`src/rtl/flick_scheduler_pkg.sv`:
```
// Shared definitions for the flasher and the schedulers that front it:
// flasher state encodings, scheduler state codes and the default requester count.
package flasher_pkg;

  // Default number of requesters sharing one flasher.
  localparam int DEF_N_REQ = 4;

  // Bound_Flasher current_state encodings; only FL_ST_IDLE matters to the scheduler.
  localparam logic [1:0] FL_ST_IDLE = 2'd0;
  localparam logic [1:0] FL_ST_UP   = 2'd1;
  localparam logic [1:0] FL_ST_DOWN = 2'd2;
  localparam logic [1:0] FL_ST_HOLD = 2'd3;

  // Scheduler FSM states.
  typedef enum logic [1:0] {
    SCH_IDLE       = 2'd0,
    SCH_ISSUE      = 2'd1,
    SCH_WAIT_START = 2'd2,
    SCH_WAIT_DONE  = 2'd3
  } sched_state_e;

endpackage

```
`src/rtl/flick_scheduler_if.sv`:
```
// Requester/flasher-side signal bundle of the flick scheduler.
// master = the system driving requests and flasher status, slave = the scheduler.
interface flick_scheduler_if #(
  parameter int N_REQ = flasher_pkg::DEF_N_REQ
);
  logic [N_REQ-1:0] req;
  logic [1:0]       fl_state;
  logic             flick;
  logic [N_REQ-1:0] grant;
  logic [N_REQ-1:0] pending;
  logic             busy;
  logic [N_REQ-1:0] ovf;
  logic             start_err;

  modport master (
    output req,
    output fl_state,
    input  flick,
    input  grant,
    input  pending,
    input  busy,
    input  ovf,
    input  start_err
  );

  modport slave (
    input  req,
    input  fl_state,
    output flick,
    output grant,
    output pending,
    output busy,
    output ovf,
    output start_err
  );
endinterface

```
`src/rtl/flick_scheduler_rr_arbiter.sv`:
```
// Combinational round-robin arbiter: grants the first set request bit at or
// above ptr, wrapping modulo N. Works by rotating the request vector down so
// ptr lands at bit 0, doing a plain priority pick, then rotating back up.
module rr_arbiter #(
  parameter int N     = 4,
  parameter int PTR_W = (N > 1) ? $clog2(N) : 1
) (
  input  logic [N-1:0]     req,
  input  logic [PTR_W-1:0] ptr,
  output logic [N-1:0]     grant,
  output logic             valid
);

  logic [2*N-1:0] req_dbl;
  logic [N-1:0]   req_rot;
  logic [N-1:0]   oh_rot;
  logic [N:0]     seen;
  logic [2*N-1:0] oh_dbl;

  // Rotate requests so the pointer position becomes the highest priority bit 0.
  assign req_dbl = {req, req} >> ptr;
  assign req_rot = req_dbl[N-1:0];

  // Fixed-priority pick on the rotated vector; seen[k] = any request below k.
  assign seen[0] = 1'b0;
  genvar gi;
  generate
    for (gi = 0; gi < N; gi++) begin : g_pick
      assign oh_rot[gi]   = req_rot[gi] & ~seen[gi];
      assign seen[gi + 1] = seen[gi] | req_rot[gi];
    end
  endgenerate

  // Rotate the one-hot pick back into requester numbering.
  assign oh_dbl = {oh_rot, oh_rot} << ptr;
  assign grant  = oh_dbl[2*N-1:N];
  assign valid  = seen[N];

endmodule

```
`src/rtl/flick_scheduler.sv`:
```
// Shares one Bound_Flasher between N_REQ requesters: captures request rising
// edges, picks a pending requester round-robin, issues a single-cycle flick
// and holds a one-hot grant until the flasher reports idle again.
module flick_scheduler
  import flasher_pkg::*;
#(
  parameter int         N_REQ    = DEF_N_REQ,
  parameter logic [1:0] FL_IDLE  = FL_ST_IDLE,
  parameter int         START_TO = 8,
  parameter int         TO_W     = 4
) (
  input  logic            clk,
  input  logic            reset,
  flick_scheduler_if.slave bus
);

  localparam int PTR_W = $clog2(N_REQ);

  localparam logic [1:0] ST_IDLE       = SCH_IDLE;
  localparam logic [1:0] ST_ISSUE      = SCH_ISSUE;
  localparam logic [1:0] ST_WAIT_START = SCH_WAIT_START;
  localparam logic [1:0] ST_WAIT_DONE  = SCH_WAIT_DONE;

  logic [1:0]       state_reg,     state_next;
  logic [N_REQ-1:0] req_d_reg;
  logic [N_REQ-1:0] pending_reg,   pending_next;
  logic [N_REQ-1:0] ovf_reg,       ovf_next;
  logic [N_REQ-1:0] grant_reg,     grant_next;
  logic [PTR_W-1:0] ptr_reg,       ptr_next;
  logic [TO_W-1:0]  to_cnt_reg,    to_cnt_next;
  logic             start_err_reg, start_err_next;

  logic [N_REQ-1:0] rise;
  logic [N_REQ-1:0] clr;
  logic [N_REQ-1:0] arb_grant;
  logic             arb_valid;
  logic [PTR_W-1:0] owner_idx;
  logic [PTR_W-1:0] ptr_after;
  logic             fl_is_idle;
  logic             to_expired;

  rr_arbiter #(
    .N     (N_REQ),
    .PTR_W (PTR_W)
  ) u_arb (
    .req   (pending_reg),
    .ptr   (ptr_reg),
    .grant (arb_grant),
    .valid (arb_valid)
  );

  assign rise       = bus.req & ~req_d_reg;
  assign fl_is_idle = (bus.fl_state == FL_IDLE);
  assign to_expired = (to_cnt_reg == TO_W'(START_TO - 1));

  // Per-requester capture: a new edge always wins over the grant-time clear,
  // and only counts as an overflow if the bit was already queued and is not
  // being consumed in this same cycle.
  genvar gi;
  generate
    for (gi = 0; gi < N_REQ; gi++) begin : g_cap
      assign pending_next[gi] = (pending_reg[gi] & ~clr[gi]) | rise[gi];
      assign ovf_next[gi]     = ovf_reg[gi] | (rise[gi] & pending_reg[gi] & ~clr[gi]);
    end
  endgenerate

  // Index of the current owner, used to advance the round-robin pointer.
  always_comb begin
    owner_idx = '0;
    for (int i = 0; i < N_REQ; i++) begin
      if (grant_reg[i]) begin
        owner_idx = PTR_W'(i);
      end
    end
  end

  assign ptr_after = (owner_idx == PTR_W'(N_REQ - 1)) ? '0 : owner_idx + PTR_W'(1);

  // Sequencing: pick a winner, flick once, wait for the flasher to start, then finish.
  always_comb begin
    state_next     = state_reg;
    grant_next     = grant_reg;
    ptr_next       = ptr_reg;
    to_cnt_next    = to_cnt_reg;
    start_err_next = 1'b0;
    clr            = '0;
    case (state_reg)
      ST_IDLE: begin
        if (arb_valid) begin
          grant_next = arb_grant;
          clr        = arb_grant;
          state_next = ST_ISSUE;
        end
      end
      ST_ISSUE: begin
        to_cnt_next = '0;
        state_next  = ST_WAIT_START;
      end
      ST_WAIT_START: begin
        if (!fl_is_idle) begin
          state_next = ST_WAIT_DONE;
        end else if (to_expired) begin
          // Flasher never responded: drop this request and move on.
          start_err_next = 1'b1;
          grant_next     = '0;
          ptr_next       = ptr_after;
          state_next     = ST_IDLE;
        end else begin
          to_cnt_next = to_cnt_reg + TO_W'(1);
        end
      end
      ST_WAIT_DONE: begin
        if (fl_is_idle) begin
          grant_next = '0;
          ptr_next   = ptr_after;
          state_next = ST_IDLE;
        end
      end
      default: begin
        state_next = ST_IDLE;
      end
    endcase
  end

  // State registers; reset abandons any sequence in progress.
  always_ff @(posedge clk) begin
    if (reset) begin
      state_reg     <= ST_IDLE;
      req_d_reg     <= '0;
      pending_reg   <= '0;
      ovf_reg       <= '0;
      grant_reg     <= '0;
      ptr_reg       <= '0;
      to_cnt_reg    <= '0;
      start_err_reg <= 1'b0;
    end else begin
      state_reg     <= state_next;
      req_d_reg     <= bus.req;
      pending_reg   <= pending_next;
      ovf_reg       <= ovf_next;
      grant_reg     <= grant_next;
      ptr_reg       <= ptr_next;
      to_cnt_reg    <= to_cnt_next;
      start_err_reg <= start_err_next;
    end
  end

  assign bus.flick     = (state_reg == ST_ISSUE);
  assign bus.busy      = (state_reg != ST_IDLE);
  assign bus.grant     = grant_reg;
  assign bus.pending   = pending_reg;
  assign bus.ovf       = ovf_reg;
  assign bus.start_err = start_err_reg;

endmodule

```
`src/flat_wrapper.sv`:
```
// flat-port wrapper written by rule: the top's interface ports become plain ports
module flick_scheduler_flat import flasher_pkg::*;
#(
  parameter int         N_REQ    = DEF_N_REQ,
  parameter logic [1:0] FL_IDLE  = FL_ST_IDLE,
  parameter int         START_TO = 8,
  parameter int         TO_W     = 4
)
  (clk, reset, bus_req, bus_fl_state, bus_flick, bus_grant, bus_pending, bus_busy, bus_ovf, bus_start_err);
  flick_scheduler_if #(.N_REQ(N_REQ)) bus_i ();
  input  logic clk;
  input  logic reset;
  input wire logic [$bits(bus_i.req)-1:0] bus_req;
  input wire logic [$bits(bus_i.fl_state)-1:0] bus_fl_state;
  output wire logic [$bits(bus_i.flick)-1:0] bus_flick;
  output wire logic [$bits(bus_i.grant)-1:0] bus_grant;
  output wire logic [$bits(bus_i.pending)-1:0] bus_pending;
  output wire logic [$bits(bus_i.busy)-1:0] bus_busy;
  output wire logic [$bits(bus_i.ovf)-1:0] bus_ovf;
  output wire logic [$bits(bus_i.start_err)-1:0] bus_start_err;
  assign bus_i.req = bus_req;
  assign bus_i.fl_state = bus_fl_state;
  assign bus_flick = bus_i.flick;
  assign bus_grant = bus_i.grant;
  assign bus_pending = bus_i.pending;
  assign bus_busy = bus_i.busy;
  assign bus_ovf = bus_i.ovf;
  assign bus_start_err = bus_i.start_err;
  flick_scheduler #(.N_REQ(N_REQ), .FL_IDLE(FL_IDLE), .START_TO(START_TO), .TO_W(TO_W)) u_core (.clk(clk), .reset(reset), .bus(bus_i));
endmodule
```
`config.mk`:
```
export PLATFORM = sky130hd
export DESIGN_NAME = flick_scheduler_flat
export DESIGN_NICKNAME = d
export VERILOG_FILES = /design/src/rtl/flick_scheduler_pkg.sv /design/src/rtl/flick_scheduler_if.sv /design/src/rtl/flick_scheduler_rr_arbiter.sv /design/src/rtl/flick_scheduler.sv /design/src/flat_wrapper.sv
export SDC_FILE = /design/constraint.sdc
export NUM_CORES = 1
export LEC_CHECK = 0
export ABC_AREA = 1
export CORE_UTILIZATION = 59
export CTS_BUF_LIST = sky130_fd_sc_hd__clkbuf_2
export CTS_CLUSTER_DIAMETER = 200
export DETAILED_ROUTE_END_ITERATION = 7
export PLACE_DENSITY = 0.87
export SETUP_SLACK_MARGIN = 0.1
export SYNTH_ARGS = -nofsm -noshare
export SYNTH_HDL_FRONTEND = slang
export SYNTH_SLANG_ARGS = --single-unit
```
`constraint.sdc`:
```
create_clock -name clk -period 3.3 [get_ports clk]
set_input_delay 0.66 -clock clk [delete_from_list [all_inputs] [get_ports clk]]
set_output_delay 0.66 -clock clk [all_outputs]
set_load 0.005 [all_outputs]
```
=== Yosys cells after proc, flatten, opt, wreduce, memory -nomap -nowiden ===
Cells that the tools add are included.

* Bits in registers: 25
* Input port bits: 8
* Output and inout port bits: 15

* $add $sub $neg: 2
* Eq/ne operators: 11
* Shift-type cells: 2
* Multiplexer cells: 24
* Bitwise logic cells: 37
* Reductions and logical operators: 11

{| class="wikitable"
|+ Operators by type and width
! cell !! number
|-
| $mux 4 || 8
|-
| $mux 2 || 10
|-
| $and 1x1->1 || 15
|-
| $pmux 4 s3 || 1
|-
| $or 1x1->1 || 11
|-
| $not 1->1 || 9
|-
| $ne 2x1->1 const B || 4
|-
| $pmux 2 s4 || 1
|-
| $pmux 4 s2 || 1
|-
| $shl 8x2->8 || 1
|-
| $shr 8x2->4 || 1
|-
| $eq 2x2->1 const B || 3
|-
| $reduce_and 3->1 || 2
|-
| $reduce_bool 2->1 || 3
|-
| $reduce_and 5->1 || 1
|-
| $add 4x1->4 const B || 1
|-
| $and 4x4->4 || 1
|-
| $eq 4x3->1 const B || 1
|-
| $logic_not 2->1 || 2
|-
| $not 4->4 || 1
|-
| $pmux 2 s2 || 1
|-
| $reduce_and 4->1 || 1
|-
| $ne 3x3->1 const B || 1
|-
| $reduce_bool 3->1 || 1
|-
| 5 further kinds || 6
|}

=== Depth between registers and ports, before layout ===
Gate-level depths: netlist of the first run.

* Word-level depth: 11
* Gate-level depth with buffers: 13

=== Cells and area by module ===
Synthesis of the first run repeated with hierarchy kept, for this count alone.

* Cell total of the unflattened synthesis: 208
* Area, all modules: 1405.1 um2

{| class="wikitable"
|+ Modules (own cells, without submodules)
! module !! instances !! cells an instance !! area each (um2) !! seq. area each (um2)
|-
| flick_scheduler || 1 || 156 || 1081.0 || 500.5
|-
| rr_arbiter || 1 || 52 || 324.1 || 0.0
|}

=== Worst setup path after synthesis of the first run ===
Ideal clock, no wire load.

* Kind: input to register
* Start: in bus_fl_state[1]
* End: reg u_core.to_cnt_reg[3]
* Setup time: 0.086 ns
* Arrival: 1.571 ns
* Required time: 3.214 ns
* Slack: 1.643 ns
* Cell stages on the path: 8
* Path buffers: 0
* Cell sequence: nor2_1 nor2_1 nor2_1 nand2_1 inv_1 nand4_1 xor2_1 a211oi_1

* Cells in the longest elaborated chain, start to end: 3

{| class="wikitable"
|+ Ends and longest elaborated chain
! element !! line !! RTL
|-
| start, declared || flat_wrapper.sv:14 || <nowiki>input wire logic [$bits(bus_i.fl_state)-1:0] bus_fl_state;</nowiki>
|-
| $logic_not 2->1 || flick_scheduler.sv:53 || <nowiki>assign fl_is_idle = (bus.fl_state == FL_IDLE);</nowiki>
|-
| $ne 2x1->1 (no line) || -- ||
|-
| $reduce_and 3->1 (no line) || -- ||
|-
| end signal, assigned || flick_scheduler.sv:143 || <nowiki>to_cnt_reg <= to_cnt_next;</nowiki>
|-
| end, declared || flick_scheduler.sv:30 || <nowiki>logic [TO_W-1:0] to_cnt_reg, to_cnt_next;</nowiki>
|}

No other way between the ends.
A chain may end at the register's enable or synchronous reset.

=== Final worst setup path of the first run ===
* Start: reg u_core.state_reg[1]
* End: out bus_busy

* Cells in the longest elaborated chain, start to end: 1

{| class="wikitable"
|+ Ends and longest elaborated chain
! element !! line !! RTL
|-
| start, declared || flick_scheduler.sv:24 || <nowiki>logic [1:0] state_reg, state_next;</nowiki>
|-
| start signal, assigned || flick_scheduler.sv:137 || <nowiki>state_reg <= state_next;</nowiki>
|-
| $reduce_bool 2->1 || flick_scheduler.sv:149 || <nowiki>assign bus.busy = (state_reg != ST_IDLE);</nowiki>
|-
| end, declared || flat_wrapper.sv:18 || <nowiki>output wire logic [$bits(bus_i.busy)-1:0] bus_busy;</nowiki>
|}

No other way between the ends.

==> results.cfg, run 1 <==
[outcome]
status = finished, final reports clean

[clock_network]
clkLatencyLatePin_ns = 0.35
clkTransAtPathRegs_ns = 0.25
clock_sinks = 25
cts.htree.levels = 1
cts_tree = done
numCtsBuffers = 3
cts_resized = 0
root_buffer = clkbuf_2
cts_buffer_depth = 2
ctsHoldBuffers = 0
cts_setup_buffers = 0

[yosys]
synth_top_flop_cell = dfxtp_1
syn_area_um2 = 1453
synth_warnings = 0
synth_area_per_cell_um2 = 6.756
synth_top_area_share_pct = 34.45
synth_cells = 215
yosysMostFrequentCell = nand2_1
synthTopCellsByCount = nand2_1, nand3_1, inv_1
synthArstFlopShare_pct = 0
synth-seq-cells = 25
seq_area_frac_synth_pct = 34.45
synth_edf_count = 0
synth_top_cell_by_area = dfxtp_1
yosys-top-cells-area = dfxtp_1, nand2_1, nand3_1
syn_nets = 229
yosysUniqueCellTypes = 31

[cells_and_area]
fin_util_pct = 74.66
drive_gt1_share_pct = 9.322
syn2layout_area_growth_pct = 16.97
nFillCells = 200
nets = 251
num_antenna_cells = 0

[floorplan]
dieHeight_um = 51.62
die_w_um = 51.62
start_util_pct = 63.83
core_area_um2 = 2276
num_rows = 17
die_area_um2 = 2665
io_pins = 23

[sta]
slew_viol_final = 0
fin_hold_ws_ns = 0.4712
rsz0062_at_grt = no
worst_pin_slew_ns = 0.5247
finalSetupViolations = 0
tns_ns = 0
hold_viol = 0
clock_skew_ns = 0.01377
fmax_mhz = 406.2
relSlewSlack_pct = 64.97
setup_ws_ns = 0.8380
min_period_ns = 2.462
fin_crit_sh_pct = 74.61

[setup_path]
cpMaxStageDelayCell = clkdlybuf4s50_1
cp-start-kind = flip-flop
cp_top_family = buffers and inverters
crit_path_end_kind = output pin
path_buf_inv = 3
cp_max_fo = 6
arrival_ns = 1.80
path_cells = inv_1 > ha_1 > inv_1 > clkdlybuf4s50_1
crit_top_cell = inv_1
slowest_delay_ns = 0.50
worst-setup-path-type = reg -> out
crit_required_ns = 2.64

[global_route]
grt_pass1_vias = 1325
grt_usage_pct = 26.81
grt_first_pass_wirelength_um = 5354
grt_max_degree = 21
grt-ovfl-total = 0
antenna_found_initial = 0

[power]
ir_drop_v = 0.0004178
power.density_nw_per_um2 = 587.5
finalPower_uw = 998.3
p_leak_uw = 0.0007688

[routing]
routed_wl_um = 3301
first_iter_violations = 44
dr.pass1.iters = 4
routedWlPerCell_um = 12.50
remaining_drc_errors = 0
ant_nets = 0
viasPerCell = 5.462
dr_total_vias = 1442

[place]
hpwl_um = 2592
portBuffers = 22
routabilityCongestion = 0.9607
dpl_worst_slack_ns = 0.9859

[min_path]
min-delay-path-class = reg -> reg

[run]
cap_viol_max_count = 0
cells in the final DEF, fill, tap and decap left out, types with 3 or more instances in the layout:
| cell type | synthesis | routed |
|---|---|---|
| or2_2 | 4 | 4 |
| inv_1 | 29 | 29 |
| dfxtp_1 | 25 | 25 |
| clkdlybuf4s50_1 | 0 | 22 |
| o21ai_0 | 5 | 5 |
| clkbuf_2 | 0 | 3 |
| nand2_1 | 51 | 51 |
| a21oi_1 | 17 | 17 |
| nand3_1 | 30 | 30 |
| nor2_1 | 19 | 19 |
| inv_2 | 3 | 3 |
| ha_1 | 6 | 6 |
routing by layer:
layer  GRT usage, %  wire length [um]
met3          2.924               100
met2          48.70              1710
met1          30.31              1411
met4          14.41                78
met5              0                 0
cell type report:
type / count / area [um2] / area share (%)
Clock buffer: 3 / 15.01 / 0.8837
Sequential cell: 25 / 500.5 / 29.46
Tap cell: 28 / 35.03 / 2.062
Timing Repair Buffer: 23 / 227.7 / 13.40
Inverter: 32 / 120.1 / 7.069
Multi-Input combinational cell: 152 / 793.3 / 46.69
Clock inverter: 1 / 7.507 / 0.4418
power by group:
part | internal (uW) | leakage [uW] | switching [uW] | total [uW]
sequential | 345 | 0.000205 | 43.9 | 388
combinational | 199 | 0.000551 | 288 | 487
clock | 28.1 | 0.0000126 | 94.5 | 123
total | 572 | 0.000769 | 426 | 998
worst min-delay path, stage by stage, from the launching register on:
cell and delay, ns:
dfxtp_1 0.37, inv_1 0.05, a21oi_1 0.05
worst paths after layout:
kind | cells after the start | endpoint | from | slack (ns)
max | 4 | bus_busy | u_core.state_reg[1] | 0.84
min | 2 | u_core.bus.ovf[0] | u_core.bus.ovf[0] | 0.47
max reg2reg | 11 | u_core.bus.grant[2] | u_core.ptr_reg[0] | 1.38
min reg2reg | 2 | u_core.bus.ovf[0] | u_core.bus.ovf[0] | 0.47
stage by stage:
stage | instances | cell area (um2)
4_1_cts | 264 | 1699
3_5_place_dp | 260 | 1677
2_1_floorplan | 215 | 1453
3_3_place_gp | 260 | 1677
5_1_grt | 264 | 1699
6_report | 264 | 1699
logic make-up after synthesis:
family	Yosys count	synth area share (%)
adder cells (fa/ha/maj)	6	5.168
AO/OA/AOI/OAI	29	11.80
buffers and inverters	38	10.94
XOR/XNOR	1	0.6030
flip-flops	25	34.45
AND/OR/NAND/NOR	116	37.04
Power figures use the tool's default switching activity.
==> run 2, diff against run 1 <==
Settings changed: CORE_UTILIZATION 59 to 50, PLACE_DENSITY 0.87 to 0.78.
Clock period 3.3 ns to 2.2 ns, I/O delays scaled along.
==> run 2 against run 1 <==
First-iteration DRC count did not move. Wire length fell by 12%. Utilization fell by 11 points. Critical endpoint unchanged. Worst setup slack got worse by 0.71 ns. Clock-buffer cell count did not move.
==> results.cfg, run 2 (synthesized netlist as in run 1, its figures left out) <==
[setup_path]
arrival_ns = 1.63
cpMaxStageDelayCell = clkdlybuf4s50_1
worst-setup-path-type = reg -> out
crit_end = bus_busy
crit_top_cell = inv_1
crit_start = u_core.state_reg[0]
r2r_setup_slack_ns = 0.47
path_cells = inv_1 > ha_4 > inv_1 > clkdlybuf4s50_1
slowest_delay_ns = 0.50
crit_path_end_kind = output pin
r2r-end = u_core.to_cnt_reg[3]
crit_required_ns = 1.76
cp_max_fo = 6
rr_startpoint = u_core.state_reg[0]
cp-start-kind = flip-flop
rr_worst_depth = 10

[sta]
fmax_mhz = 482.8
hold_viol = 0
finalSetupViolations = 0
fin_hold_ws_ns = 0.4672
slew_viol_final = 0
worst_pin_slew_ns = 0.3593
tns_ns = 0
setup_ws_ns = 0.1286
relSlewSlack_pct = 76.01
fin_crit_sh_pct = 94.15
rsz0062_at_grt = yes
clock_skew_ns = 0.01444
min_period_ns = 2.071

[routing]
routed_wl_um = 2890
dr.pass1.iters = 5
viasPerCell = 5.103
first_iter_violations = 44
ant_nets = 0
remaining_drc_errors = 0
dr_total_vias = 1393
routedWlPerCell_um = 10.59

[cells_and_area]
final_cell_count_no_fill = 273
fin_util_pct = 64.02
layout_commonest_cell = nand2_1
mostFrequentLayoutCells = nand2_1, nand3_1, inv_1
nFillCells = 269
drive_gt1_share_pct = 12.81
num_antenna_cells = 0
nets = 257
syn2layout_area_growth_pct = 21.53

[global_route]
grt_max_degree = 16
grt_usage_pct = 19.23
grt-ovfl-total = 0
antenna_found_initial = 0
grt_first_pass_wirelength_um = 4885
grt_pass1_vias = 1154

[clock_network]
clkLatencyLatePin_ns = 0.36
cts_buffer_depth = 2
cts_tree = done
numCtsBuffers = 3
root_buffer = clkbuf_2
cts.htree.levels = 1
clock_sinks = 25
clkTransAtPathRegs_ns = 0.25

[min_path]
hold_path_depth = 2
min-delay-path-class = reg -> reg

[floorplan]
die_w_um = 55.90
num_rows = 19
core_area_um2 = 2758
start_util_pct = 52.68
dieHeight_um = 55.90
io_pins = 23
die_area_um2 = 3125

[place]
dp_cells = 266
dpl_worst_slack_ns = 0.3069
hpwl_um = 2202
routabilityCongestion = 0.8595
portBuffers = 22

[power]
p_leak_uw = 0.0008158
power.density_nw_per_um2 = 869.1
ir_drop_v = 0.0005724

[outcome]
status = finished, final reports clean

[run]
cap_viol_max_count = 0
## run 2: worst max-delay path: cells and delay by family, from the launching register on
family / cells / cell delay [ns]
buffers and inverters: 3 / 0.68
flip-flops: 1 / 0.40
adder cells (fa/ha/maj): 1 / 0.20
## run 2: final cells by class
class	count	area (um2)	area share [%]
Timing Repair Buffer	29	275.3	15.59
Clock inverter	1	7.507	0.4252
Inverter	32	120.1	6.804
Clock buffer	3	15.01	0.8505
Sequential cell	25	503.0	28.49
Multi-Input combinational cell	152	805.8	45.64
Tap cell	31	38.79	2.197
## run 2: timing repair
item	in CTS	in global routing
setup endpoints to repair	1	1
buffers inserted	2	1
endpoints found under the hold margin	0	0
gates resized for setup	3	2
hold buffers	0	0
## run 2: metal layers
| layer | vias to the layer above | wire [um] | track usage (%) |
|---|---|---|---|
| li1 | 741 | - | - |
| met5 | - | 0 | 0 |
| met2 | 17 | 1352 | 29.60 |
| met4 | 0 | 30 | 6.620 |
| met1 | 631 | 1430 | 28.03 |
| met3 | 4 | 76 | 2.093 |
## run 2: metrics by stage
step | cell area (um2) | total power (uW)
4_1_cts | 1745 | 1517
3_3_place_gp | 1703 | 1290
6_report | 1765 | 1534
5_1_grt | 1765 | 1667
3_5_place_dp | 1703 | 1299
2_1_floorplan | 1453 | 1081
## run 2: how the worst min path moves through the flow
stage	from	to
after CTS	u_core.bus.ovf[1]	u_core.bus.ovf[1]
after global placement	u_core.bus.ovf[3]	u_core.bus.ovf[3]
final	u_core.bus.ovf[1]	u_core.bus.ovf[1]
after detailed placement	u_core.bus.ovf[1]	u_core.bus.ovf[1]
after global routing	u_core.bus.ovf[3]	u_core.bus.ovf[3]
after floorplan	u_core.bus.ovf[0]	u_core.bus.ovf[0]
## run 2: power by group
group | switching [uW] | internal [uW]
registers | 50.3 | 520
logic | 431 | 346
clock network | 145 | 42.2
total | 626 | 908
